==> src/rtl/wasm_instr_loader.sv <==
// Streams program bytes into little-endian instruction words and writes them to instruction memory.
// Optional WASM_LOADER_CHECKSUM_EN builds a 32-bit running byte sum on o_checksum.
module wasm_instr_loader #(
  parameter int unsigned WORD_BYTES = 8,
  parameter int unsigned ADDR_W     = 15,
  parameter int unsigned LEN_W      = 32
) (
  input  logic                    i_clk,
  input  logic                    i_rst_n,
  input  logic                    i_start,
  input  logic [LEN_W-1:0]        i_len_bytes,
  input  logic                    i_byte_vld,
  input  logic [7:0]              i_byte,
  output logic                    o_byte_rdy,
  output logic                    o_instr_mem_wr_vld,
  output logic [ADDR_W-1:0]       o_instr_mem_wr_addr,
  output logic [8*WORD_BYTES-1:0] o_instr_mem_wr_data,
  input  logic                    i_instr_mem_wr_rdy,
  output logic                    o_instr_mem_wr_finish,
  output logic                    o_busy,
  output logic                    o_err,
  output logic [31:0]             o_checksum
);

  localparam int unsigned LANE_W = (WORD_BYTES > 1) ? $clog2(WORD_BYTES) : 1;
  localparam logic [LANE_W-1:0] LAST_LANE = LANE_W'(WORD_BYTES - 1);
  // ceil(len/WORD_BYTES) > 2^ADDR_W is equivalent to len > WORD_BYTES * 2^ADDR_W
  localparam logic [63:0] CAP_BYTES = 64'(WORD_BYTES) << ADDR_W;

  typedef enum logic [1:0] {IDLE, PACK, WRITE, DONE} state_t;

  state_t                  state_q, state_d;
  logic [LEN_W-1:0]        len_q, cnt_q;
  logic [LANE_W-1:0]       lane_q;
  logic [8*WORD_BYTES-1:0] word_q;
  logic [ADDR_W-1:0]       addr_q;
  logic                    err_q;

  logic start_ok, too_long, accept, last_byte, wr_done, all_sent;

  assign start_ok  = i_start && ((state_q == IDLE) || (state_q == DONE));
  assign too_long  = 64'(i_len_bytes) > CAP_BYTES;
  assign accept    = (state_q == PACK) && i_byte_vld;
  assign last_byte = (cnt_q + LEN_W'(1)) == len_q;
  assign wr_done   = (state_q == WRITE) && i_instr_mem_wr_rdy;
  assign all_sent  = cnt_q == len_q;

  always_ff @(posedge i_clk or negedge i_rst_n) begin
    if (!i_rst_n) state_q <= IDLE;
    else          state_q <= state_d;
  end

  always_comb begin
    state_d               = state_q;
    o_byte_rdy            = 1'b0;
    o_instr_mem_wr_vld    = 1'b0;
    o_instr_mem_wr_finish = 1'b0;
    o_busy                = 1'b0;
    o_err                 = err_q;
    o_instr_mem_wr_addr   = addr_q;
    o_instr_mem_wr_data   = word_q;
    case (state_q)
      IDLE, DONE: begin
        o_instr_mem_wr_finish = (state_q == DONE);
        if (i_start) begin
          if (too_long)                  state_d = IDLE;
          else if (i_len_bytes == '0)    state_d = DONE;
          else                           state_d = PACK;
        end
      end
      PACK: begin
        o_byte_rdy = 1'b1;
        o_busy     = 1'b1;
        if (accept && ((lane_q == LAST_LANE) || last_byte)) state_d = WRITE;
      end
      WRITE: begin
        o_instr_mem_wr_vld = 1'b1;
        o_busy             = 1'b1;
        if (i_instr_mem_wr_rdy) state_d = all_sent ? DONE : PACK;
      end
      default: state_d = IDLE;
    endcase
  end

  always_ff @(posedge i_clk or negedge i_rst_n) begin
    if (!i_rst_n) begin
      len_q  <= '0;
      cnt_q  <= '0;
      lane_q <= '0;
      word_q <= '0;
      addr_q <= '0;
      err_q  <= 1'b0;
    end else if (start_ok) begin
      len_q  <= i_len_bytes;
      cnt_q  <= '0;
      lane_q <= '0;
      word_q <= '0;
      addr_q <= '0;
      err_q  <= too_long;
    end else if (accept) begin
      for (int unsigned k = 0; k < WORD_BYTES; k++) begin
        if (lane_q == LANE_W'(k)) word_q[8*k +: 8] <= i_byte;
      end
      cnt_q  <= cnt_q + LEN_W'(1);
      lane_q <= (lane_q == LAST_LANE) ? '0 : lane_q + LANE_W'(1);
    end else if (wr_done) begin
      // Clearing the word here leaves unfilled lanes of a final partial word at zero
      word_q <= '0;
      lane_q <= '0;
      addr_q <= addr_q + ADDR_W'(1);
    end
  end

`ifdef WASM_LOADER_CHECKSUM_EN
  logic [31:0] csum_q;

  always_ff @(posedge i_clk or negedge i_rst_n) begin
    if (!i_rst_n)      csum_q <= '0;
    else if (start_ok) csum_q <= '0;
    else if (accept)   csum_q <= csum_q + 32'(i_byte);
  end

  assign o_checksum = csum_q;
`else
  assign o_checksum = '0;
`endif

endmodule

==> config.mk <==
export PLATFORM = sky130hd
export DESIGN_NAME = wasm_instr_loader
export DESIGN_NICKNAME = d
export VERILOG_FILES = /design/src/rtl/wasm_instr_loader.sv
export SDC_FILE = /design/constraint.sdc
export NUM_CORES = 1
export LEC_CHECK = 0
export CELL_PAD_IN_SITES_DETAIL_PLACEMENT = 0
export CELL_PAD_IN_SITES_GLOBAL_PLACEMENT = 2
export CORE_ASPECT_RATIO = 0.7
export CORE_UTILIZATION = 41
export DETAILED_ROUTE_END_ITERATION = 6
export DONT_BUFFER_PORTS = 1
export PLACE_DENSITY = 0.8
export SETUP_SLACK_MARGIN = 0.4
export SYNTH_ARGS = -nofsm -noshare
export SYNTH_HDL_FRONTEND = slang
export SYNTH_SLANG_ARGS = --single-unit
==> constraint.sdc <==
create_clock -name i_clk -period 3.9 [get_ports i_clk]
set_clock_uncertainty 0.05 [all_clocks]
set_input_delay 0.78 -clock i_clk [delete_from_list [all_inputs] [get_ports i_clk]]
set_output_delay 0.78 -clock i_clk [all_outputs]
set_load 0.01 [all_outputs]
==> impl_metrics.yaml, run 1 <==
placed_design:
  place_ws_ns: 1.12
  portBuffers: 0
  place_area_sq_um: 7680
  place_hpwl_um: 14200
  gp_congestion: 0.886
logic_synthesis:
  synth_ff_type: "dfrtp_1"
  avgSynthCellArea_sq_um: 8.96
  ys_ff_latch: 149
  ys_seq_area_share_pct: 48.9
  synth.top_cell.area_share_pct: 48.9
  yosysTopAreaCell: "dfrtp_1"
  synth_edf_count: 0
  synth_cell_types: 58
  netlist_area_sq_um: 7630
  netlist_instances: 851
  ys_warn_count: 0
  async_flop_share_pct: 100
  synth_top_cells_by_area: "dfrtp_1, nand2_1, xnor2_1, o21ai_0, xor2_1"
timing:
  layout_setup_ws_ns: 1.11
  slew-limit-headroom_pct: 31.3
  timing.final.crit_share_pct: 71.7
  post-route-min-period_ns: 2.79
  rsz0062_at_grt: "no"
  setup_viol: 0
  slew_viol_final: 0
  max_freq_mhz: 358
  hold_violations: 0
  tightest_slew_ns: 1.03
  tns_ns: 0
clock_tree:
  cts_tree: "yes"
  cts_buffers: 17
  cts_setup_buffers: 0
  cts.sinks: 149
  htreeDepth: 4
  clk_pin_slew_worst_paths_ns: 0.06
  cts_root_buf: "clkbuf_16"
  post_cts_resized: 0
  clk_path_buf_depth: 2
  clock_latency_ns: 0.43
die:
  die_x_um: 165
  coreArea_sq_um: 18100
  rows: 41
  dieArea_sq_um: 19200
  initial_utilization_pct: 42.1
  io_pins: 161
  die_h_um: 116
global_route:
  gr-total-overflow: 0
  grt_usage_pct: 21.2
  grt_pass1_vias: 5371
  grt_start_max_net_pins: 150
  antenna_found_initial: 0
  grt_pass1_wl_um: 30500
power_and_ir_drop:
  clockPowerShare_pct: 46.1
  power.switching_uw: 907
  ir_worst_vdd_v: 0.000273
  p_sw_share_pct: 26.7
  internal_power_mw: 2.50
  comb_power_share_pct: 6.7
  power_density_nw_per_um2: 411
  p_leak_nw: 3.66
  finalPower_mw: 3.40
  p_seq_share_pct: 47.2
final_layout:
  fin_area_sq_um: 8290
  area_growth_pct: 8.63
  antennaDiodeCount: 0
  most-common-layout-cells: "nand2_1, dfrtp_1, o21ai_0"
  drive_gt1_share_pct: 6.71
  final_common_cell: "nand2_1"
  num-nets-final: 893
routing:
  drc: 0
  drt_pass1_iterations: 5
  via_count: 5768
  viasPerCell: 5.31
  routed_wl_um: 19800
  drtIter0Drc: 379
  routedWlPerCell_um: 18.3
  postRouteAntennaNets: 0
worst_setup_path:
  cp.required_ns: 4.16
  crit_arrival_ns: 3.05
  end_kind: "flop"
  crit_type: "flop to flop"
  path_max_fanout: 9
  start_kind: "flop"
status:
  status: "finished clean"
run:
  cap_violations: 0
hold_path:
  holdCritPathClass: "input port to async pin"
sequential cells by signal (all words and copies together) (netlist names):
register	cells
cnt_q	32
lane_q	3
len_q	32
o_err	1
o_instr_mem_wr_addr	15
o_instr_mem_wr_data	64
state_q	2
routing by layer:
layer / GRT usage, % / share of wire (%) / routed length, um
met1: 32.1 / 49 / 9710
met2: 29.5 / 42 / 8420
met3: 5.61 / 7.7 / 1520
met4: 5.44 / 0.90 / 178
met5: 0 / 0 / 0
through the flow:
| step | utilization (%) | hold WS, ns | cells |
|---|---|---|---|
| finish | 45.8 | 0.157 | 1086 |
| floorplan | - | 0.416 | 882 |
| global placement | 42.4 | 0.439 | 1052 |
| CTS | 45.5 | -0.0204 | 1084 |
| global route | 45.8 | 0.158 | 1086 |
| detailed placement | 42.4 | 0.442 | 1052 |
kinds of logic (layout without fill, tap and decap cells):
logic type / count (synthesis) / in the layout / synth area share [%]
other cells: 1 / 32 / 0.0492
mux: 4 / 4 / 0.558
simple gates: 396 / 396 / 24.3
compound gates: 125 / 125 / 9.01
buf+inv: 82 / 50 / 5.86
xor+xnor: 83 / 83 / 9.53
flops: 149 / 149 / 48.9
fa+ha+maj: 11 / 11 / 1.80
cells in the mapped netlist (6+ instances only):
cell      count
xor2_1       37
nand4_1      15
xnor2_1      46
dfrtp_1     149
clkbuf_1     25
nor3_1       12
a21oi_1      20
nand3_1      25
nor2_1       71
inv_1        10
a31oi_1       8
and3_1        6
o21ai_0      80
nor4_1        8
ha_1         11
nand2_1     214
buf_2        15
buf_4        32
or3_1         8
power by group through the flow:
stage / Combinational (mW) / Sequential [mW] / Clock, mW
after global placement: 0.186 / 1.63 / 0
after floorplan: 0.169 / 1.63 / 0
after global routing: 0.256 / 1.61 / 1.66
after CTS: 0.189 / 1.61 / 1.60
after detailed placement: 0.188 / 1.63 / 0
final: 0.227 / 1.61 / 1.57
path summary, 6_finish.rpt:
kind,cells after the start,from,to,slack [ns]
worst max-delay path,9,cnt_q[0]$_DFFE_PN0P_,state_q[1]$_DFFE_PN0P_,1.11
worst min-delay path,1,i_rst_n,o_instr_mem_wr_data[11]$_DFFE_PN0P_,0.16
worst max register to register,9,cnt_q[0]$_DFFE_PN0P_,state_q[1]$_DFFE_PN0P_,1.11
worst min register to register,2,len_q[20]$_DFFE_PN0P_,len_q[20]$_DFFE_PN0P_,0.45
max in group asynchronous,1,i_rst_n,cnt_q[27]$_DFFE_PN0P_,3.18
min in group i_clk,2,i_len_bytes[15],len_q[15]$_DFFE_PN0P_,0.41
worst max-delay path, stage by stage, from the launching register on:
cell,delay [ns]
dfrtp_1,0.45
ha_1,0.30
nand3_4,0.18
nor4_4,0.40
nand3_1,0.17
xnor2_1,0.18
nand4_1,0.13
nor4_2,0.29
a31oi_1,0.18
mux2_1,0.34
area by class of cell:
cell class / instances / area [sq um]
fill: 1746 / 9820
sequential: 149 / 3730
multi-input combinational: 651 / 3570
clock buffer: 19 / 443
tap: 236 / 295
clock inverter: 13 / 111
timing repair buffer: 8 / 100
inverter: 10 / 37.5
(Power assumes the default switching activity.)
==> run 2: changes to the inputs <==
--- a/config.mk
+++ b/config.mk
@@ -8,10 +8,10 @@
 export CELL_PAD_IN_SITES_DETAIL_PLACEMENT = 0
 export CELL_PAD_IN_SITES_GLOBAL_PLACEMENT = 2
 export CORE_ASPECT_RATIO = 0.7
-export CORE_UTILIZATION = 41
+export CORE_UTILIZATION = 34
 export DETAILED_ROUTE_END_ITERATION = 6
 export DONT_BUFFER_PORTS = 1
-export PLACE_DENSITY = 0.8
+export PLACE_DENSITY = 0.71
 export SETUP_SLACK_MARGIN = 0.4
 export SYNTH_ARGS = -nofsm -noshare
 export SYNTH_HDL_FRONTEND = slang
==> constraint.sdc (replaced) <==
create_clock -name i_clk -period 2.5 [get_ports i_clk]
set_clock_uncertainty 0.05 [all_clocks]
set_input_delay 0.5 -clock i_clk [delete_from_list [all_inputs] [get_ports i_clk]]
set_output_delay 0.5 -clock i_clk [all_outputs]
set_load 0.01 [all_outputs]
==> run 2 against run 1 <==
Net effect: the run now ends with negative hold slack, negative setup slack left; die area rose by 20%; critical path depth rose by 1; register-to-register slack got worse by 1.1 ns; clock-buffer cell count rose by 1; non-clock buffer count rose by 91; largest power group is now clock.
==> impl_metrics.yaml, run 2 (same netlist as run 1, synthesis figures left out) <==
clock_tree:
  cts_tree: "yes"
  clk_path_buf_depth: 2
  cts_buffers: 17
  clock_latency_ns: 0.44
  clk_pin_slew_worst_paths_ns: 0.06
  cts_root_buf: "clkbuf_16"
  htreeDepth: 4
  cts.sinks: 149
global_route:
  grt_usage_pct: 20.0
  top_usage_layer: "met1"
  gr-usage-met2_pct: 27.5
  gr-total-overflow: 0
  grt_pass1_wl_um: 34700
  met3_usage_pct: 6.73
  grt_pass1_vias: 5905
  grtUsageMet1_pct: 29.2
  grt_start_max_net_pins: 150
  antenna_found_initial: 0
hold_path:
  holdCritPathClass: "input port to async pin"
timing:
  tightest_slew_ns: 0.628
  post-route-min-period_ns: 2.50
  slew-limit-headroom_pct: 57.7
  max_freq_mhz: 399
  timing.final.crit_share_pct: 100
  slew_viol_final: 0
  setup_viol: 1
  whs_ns: -0.284
  layout_setup_ws_ns: -0.00390
  hold_violations: 149
  rsz0062_at_grt: "yes"
power_and_ir_drop:
  ir_worst_vdd_v: 0.000491
  comb_power_share_pct: 6.3
  clockPowerShare_pct: 50.1
  p_leak_nw: 4.36
  power.switching_mw: 1.33
  p_sw_share_pct: 23.1
  p_seq_share_pct: 43.6
  internal_power_mw: 4.42
  power_density_nw_per_um2: 596
routing:
  via_count: 6232
  viasPerCell: 5.10
  routedWlPerCell_um: 18.4
  drtIter0Drc: 463
  postRouteAntennaNets: 0
  drt_pass1_iterations: 4
  drc: 0
  routed_wl_um: 22500
die:
  die_x_um: 181
  rows: 45
  coreArea_sq_um: 21800
  die_h_um: 127
  dieArea_sq_um: 23000
  io_pins: 161
  initial_utilization_pct: 34.9
final_layout:
  final_common_cell: "nand2_1"
  num-nets-final: 984
  largest_reg_flops: 64
  final_core_util_pct: 44.2
  fillers: 2127
  drive_gt1_share_pct: 23.6
  instances_no_fill: 1223
  most-common-layout-cells: "nand2_1, dfrtp_1, buf_4"
  antennaDiodeCount: 0
  area_growth_pct: 26.7
status:
  violations: "negative hold slack, negative setup slack"
  status: "finished with violations"
placed_design:
  place_hpwl_um: 15900
  gp_congestion: 0.884
  portBuffers: 0
  dp.cells: 1155
worst_setup_path:
  crit_arrival_ns: 2.77
  end_kind: "flop"
  r2r_slack_ns: -0.004
  timing.rr.start: "cnt_q[1]$_DFFE_PN0P_"
  crit_type: "flop to flop"
  cp.required_ns: 2.77
  reg2reg_to: "state_q[1]$_DFFE_PN0P_"
  reg2reg_depth: 10
  path_max_fanout: 4
  start_kind: "flop"
run:
  cap_violations: 0
-- run 2: power by group through the flow --
| stage | registers (mW) | logic [mW] | clock network [mW] |
|---|---|---|---|
| after floorplan | 2.54 | 0.265 | 0 |
| after global placement | 2.55 | 0.313 | 0 |
| after detailed placement | 2.55 | 0.312 | 0 |
| after CTS | 2.51 | 0.322 | 2.94 |
| after global routing | 2.52 | 0.401 | 3.06 |
| final | 2.51 | 0.364 | 2.88 |
-- run 2: repair_timing --
action,CTS,global route
endpoints found under the hold margin,149,149
gates resized for setup,28,102
endpoints found under the setup margin,58,85
buffers inserted,8,25
cloned,0,3
pin swaps,12,32
-- run 2: worst max-delay path by stage --
stage | startpoint | to | cells after the start | slack (ns)
global route | cnt_q[1]$_DFFE_PN0P_ | state_q[1]$_DFFE_PN0P_ | 10 | -0.11
floorplan | cnt_q[1]$_DFFE_PN0P_ | state_q[1]$_DFFE_PN0P_ | 8 | 0.17
global placement | cnt_q[21]$_DFFE_PN0P_ | state_q[1]$_DFFE_PN0P_ | 8 | -0.02
CTS | cnt_q[1]$_DFFE_PN0P_ | state_q[1]$_DFFE_PN0P_ | 9 | -0.01
detailed placement | cnt_q[1]$_DFFE_PN0P_ | state_q[1]$_DFFE_PN0P_ | 9 | -0.07
finish | cnt_q[1]$_DFFE_PN0P_ | state_q[1]$_DFFE_PN0P_ | 10 | -0.004
-- run 2: critical path: stages, from the launching register on --
cell and delay, ns:
dfrtp_2 0.44, ha_4 0.19, nand3_4 0.09, nor4_4 0.30
buf_4 0.15, xor2_1 0.14, o311a_1 0.22, o2111ai_2 0.11
nor4_2 0.20, a31oi_1 0.15, mux2_1 0.33
-- run 2: routing by layer --
layer	wire, um	up-vias
li1	-	2938
met1	11000	3064
met5	0	-
met2	9430	195
met4	346	0
met3	1750	35
-- run 2: area by class of cell --
| class | count | area (sq um) | share of cell area (%) |
|---|---|---|---|
| clock inverter | 12 | 200 | 2.07 |
| multi-input combinational | 651 | 3990 | 41.3 |
| clock buffer | 20 | 457 | 4.73 |
| inverter | 10 | 37.5 | 0.389 |
| sequential | 149 | 3750 | 38.8 |
| tap | 282 | 353 | 3.65 |
| timing repair buffer | 99 | 880 | 9.10 |
-- run 2: stage by stage --
step | area, sq um | power [mW] | setup WS [ns] | TNS [ns]
2_1_floorplan | 7780 | 2.80 | 0.175 | 0
6_report | 9660 | 5.76 | -0.00390 | -0.00390
3_3_place_gp | 8210 | 2.87 | -0.0229 | -0.0229
3_5_place_dp | 8210 | 2.87 | -0.0718 | -0.0781
4_1_cts | 9060 | 5.78 | -0.0105 | -0.0105
5_1_grt | 9660 | 5.98 | -0.113 | -0.162
==> run 3: changes to the inputs <==
==> constraint.sdc (replaced) <==
create_clock -name i_clk -period 2.15 [get_ports i_clk]
set_clock_uncertainty 0.05 [all_clocks]
set_input_delay 0.43 -clock i_clk [delete_from_list [all_inputs] [get_ports i_clk]]
set_output_delay 0.43 -clock i_clk [all_outputs]
set_load 0.01 [all_outputs]
==> run 3 against run 2 <==
Net effect: the flow still finishes with violations (negative hold slack, negative setup slack); via count is 6.8% higher; fmax is 2.5% lower; setup slack worse by 0.41 ns; worst hold slack worse by 0.074 ns; design area is 16% higher.
==> impl_metrics.yaml, run 3 (same netlist as run 1, synthesis figures left out) <==
die:
  die_h_um: 127
  rows: 45
  die_x_um: 181
  io_pins: 161
  initial_utilization_pct: 34.9
  dieArea_sq_um: 23000
  coreArea_sq_um: 21800
worst_setup_path:
  path_max_fanout: 4
  cpMaxStageDelayCell: "dfrtp_2"
  cp_slowest_stage_delay_ns: 0.41
  start_kind: "flop"
  reg2reg_depth: 9
  crit_family: "simple AND/OR/NAND/NOR gates"
  crit_cells: 9
  crit_chain: "buf_6, nand4_4, or3_4, nor3_4, a22o_1, o21ai_2, nor4_2, a31oi_2, mux2_4"
  crit_type: "flop to flop"
  cp.required_ns: 2.42
  crit_buf_inv: 1
  crit_arrival_ns: 2.84
  end_kind: "flop"
clock_tree:
  cts.sinks: 149
  cts_buffers: 17
  clk_pin_slew_worst_paths_ns: 0.06
  clock_latency_ns: 0.43
  cts_root_buf: "clkbuf_16"
  cts_tree: "yes"
  clk_path_buf_depth: 2
  htreeDepth: 4
global_route:
  grt_start_max_net_pins: 150
  grt_pass1_vias: 6562
  grt_usage_pct: 20.8
  antenna_found_initial: 0
  gr-total-overflow: 0
  grt_pass1_wl_um: 36600
routing:
  drt_pass1_iterations: 4
  routedWlPerCell_um: 18.7
  postRouteAntennaNets: 0
  routed_wl_um: 24500
  drtIter0Drc: 371
  drc: 0
  viasPerCell: 5.10
  via_count: 6655
placed_design:
  dp.cells: 1225
  portBuffers: 0
  gp_congestion: 0.865
  place_hpwl_um: 16400
  place_ws_ns: -0.369
status:
  violations: "negative hold slack, negative setup slack"
  status: "finished with violations"
timing:
  rsz0062_at_grt: "yes"
  slew_viol_final: 0
  slew-limit-headroom_pct: 63.3
  tightest_slew_ns: 0.545
  layout_setup_ws_ns: -0.418
  timing.final.crit_share_pct: 119
  post-route-min-period_ns: 2.57
  whs_ns: -0.358
  setup_viol: 9
  max_freq_mhz: 389
  hold_violations: 149
final_layout:
  final_common_cell: "dfrtp_1"
  largest_reg_flops: 64
  instances_no_fill: 1305
  num-nets-final: 1067
  drive_gt1_share_pct: 42.7
  most-common-layout-cells: "dfrtp_1, buf_4, nand2_1"
  area_growth_pct: 46.9
  antennaDiodeCount: 0
run:
  cap_violations: 0
hold_path:
  holdCritPathClass: "input port to async pin"
power_and_ir_drop:
  p_leak_nw: 5.33
  power_density_nw_per_um2: 596
  ir_worst_vdd_v: 0.000521
-- run 3: worst paths after layout --
kind,from,to,slack [ns]
setup / recovery,cnt_q[0]$_DFFE_PN0P_,state_q[1]$_DFFE_PN0P_,-0.42
hold / removal,i_rst_n,o_instr_mem_wr_data[28]$_DFFE_PN0P_,-0.36
setup reg to reg,cnt_q[0]$_DFFE_PN0P_,state_q[1]$_DFFE_PN0P_,-0.42
hold reg to reg,len_q[31]$_DFFE_PN0P_,len_q[31]$_DFFE_PN0P_,0.45
max in group asynchronous,i_rst_n,o_instr_mem_wr_addr[5]$_DFFE_PN0P_,2.09
min in group i_clk,i_len_bytes[9],len_q[9]$_DFFE_PN0P_,0.05
-- run 3: area by class of cell --
type | instances | area (sq um)
Sequential cell | 149 | 3740
Timing Repair Buffer | 182 | 1750
Multi-Input combinational cell | 651 | 4700
Clock buffer | 19 | 453
Fill cell | 1984 | 10600
Clock inverter | 12 | 178
Inverter | 10 | 40.0
Tap cell | 282 | 353
-- run 3: per-stage QoR --
stage               hold slack, ns  cell area [sq um]  TNS, ns  utilization [%]  power [mW]
finish                      -0.358              11200    -1.41             51.3        6.69
global route                -0.382              11200    -2.38             51.3        6.94
CTS                         -0.381              10200   -0.531             46.7        6.70
detailed placement          0.0869               8870    -2.68             40.6        3.38
global placement            0.0881               8870   -0.641             40.6        3.37
floorplan                   0.0844               8010   -0.694                -        3.28
-- run 3: worst register-to-register path, delay by kind of cell, from the launching register on --
kind	cells	cell delay, ns
buffers and inverters	1	0.12
AND/OR/NAND/NOR	4	1.07
flip-flops	1	0.41
multiplexers	1	0.33
AO/OA/AOI/OAI	3	0.48
-- run 3: report_power, final --
part	switching (mW)	leakage, nW	internal [mW]
combinational	0.308	3.01	0.226
sequential	0.0530	2.01	2.86
clock	1.24	0.309	2.00
-- run 3: metal layers --
layer / vias to the layer above / global-route usage [%] / routed length (um)
li1: 3140 / - / -
met1: 3337 / 28.9 / 11500
met2: 155 / 32.2 / 11400
met3: 23 / 4.99 / 1310
met4: 0 / 6.33 / 230
met5: - / 0 / 0
-- run 3: timing repair --
action	in CTS	in global routing
setup endpoints to repair	116	150
cloned	0	6
pin swaps	30	94
hold endpoints to repair	149	149
buffers inserted	26	17
gates resized for setup	152	217
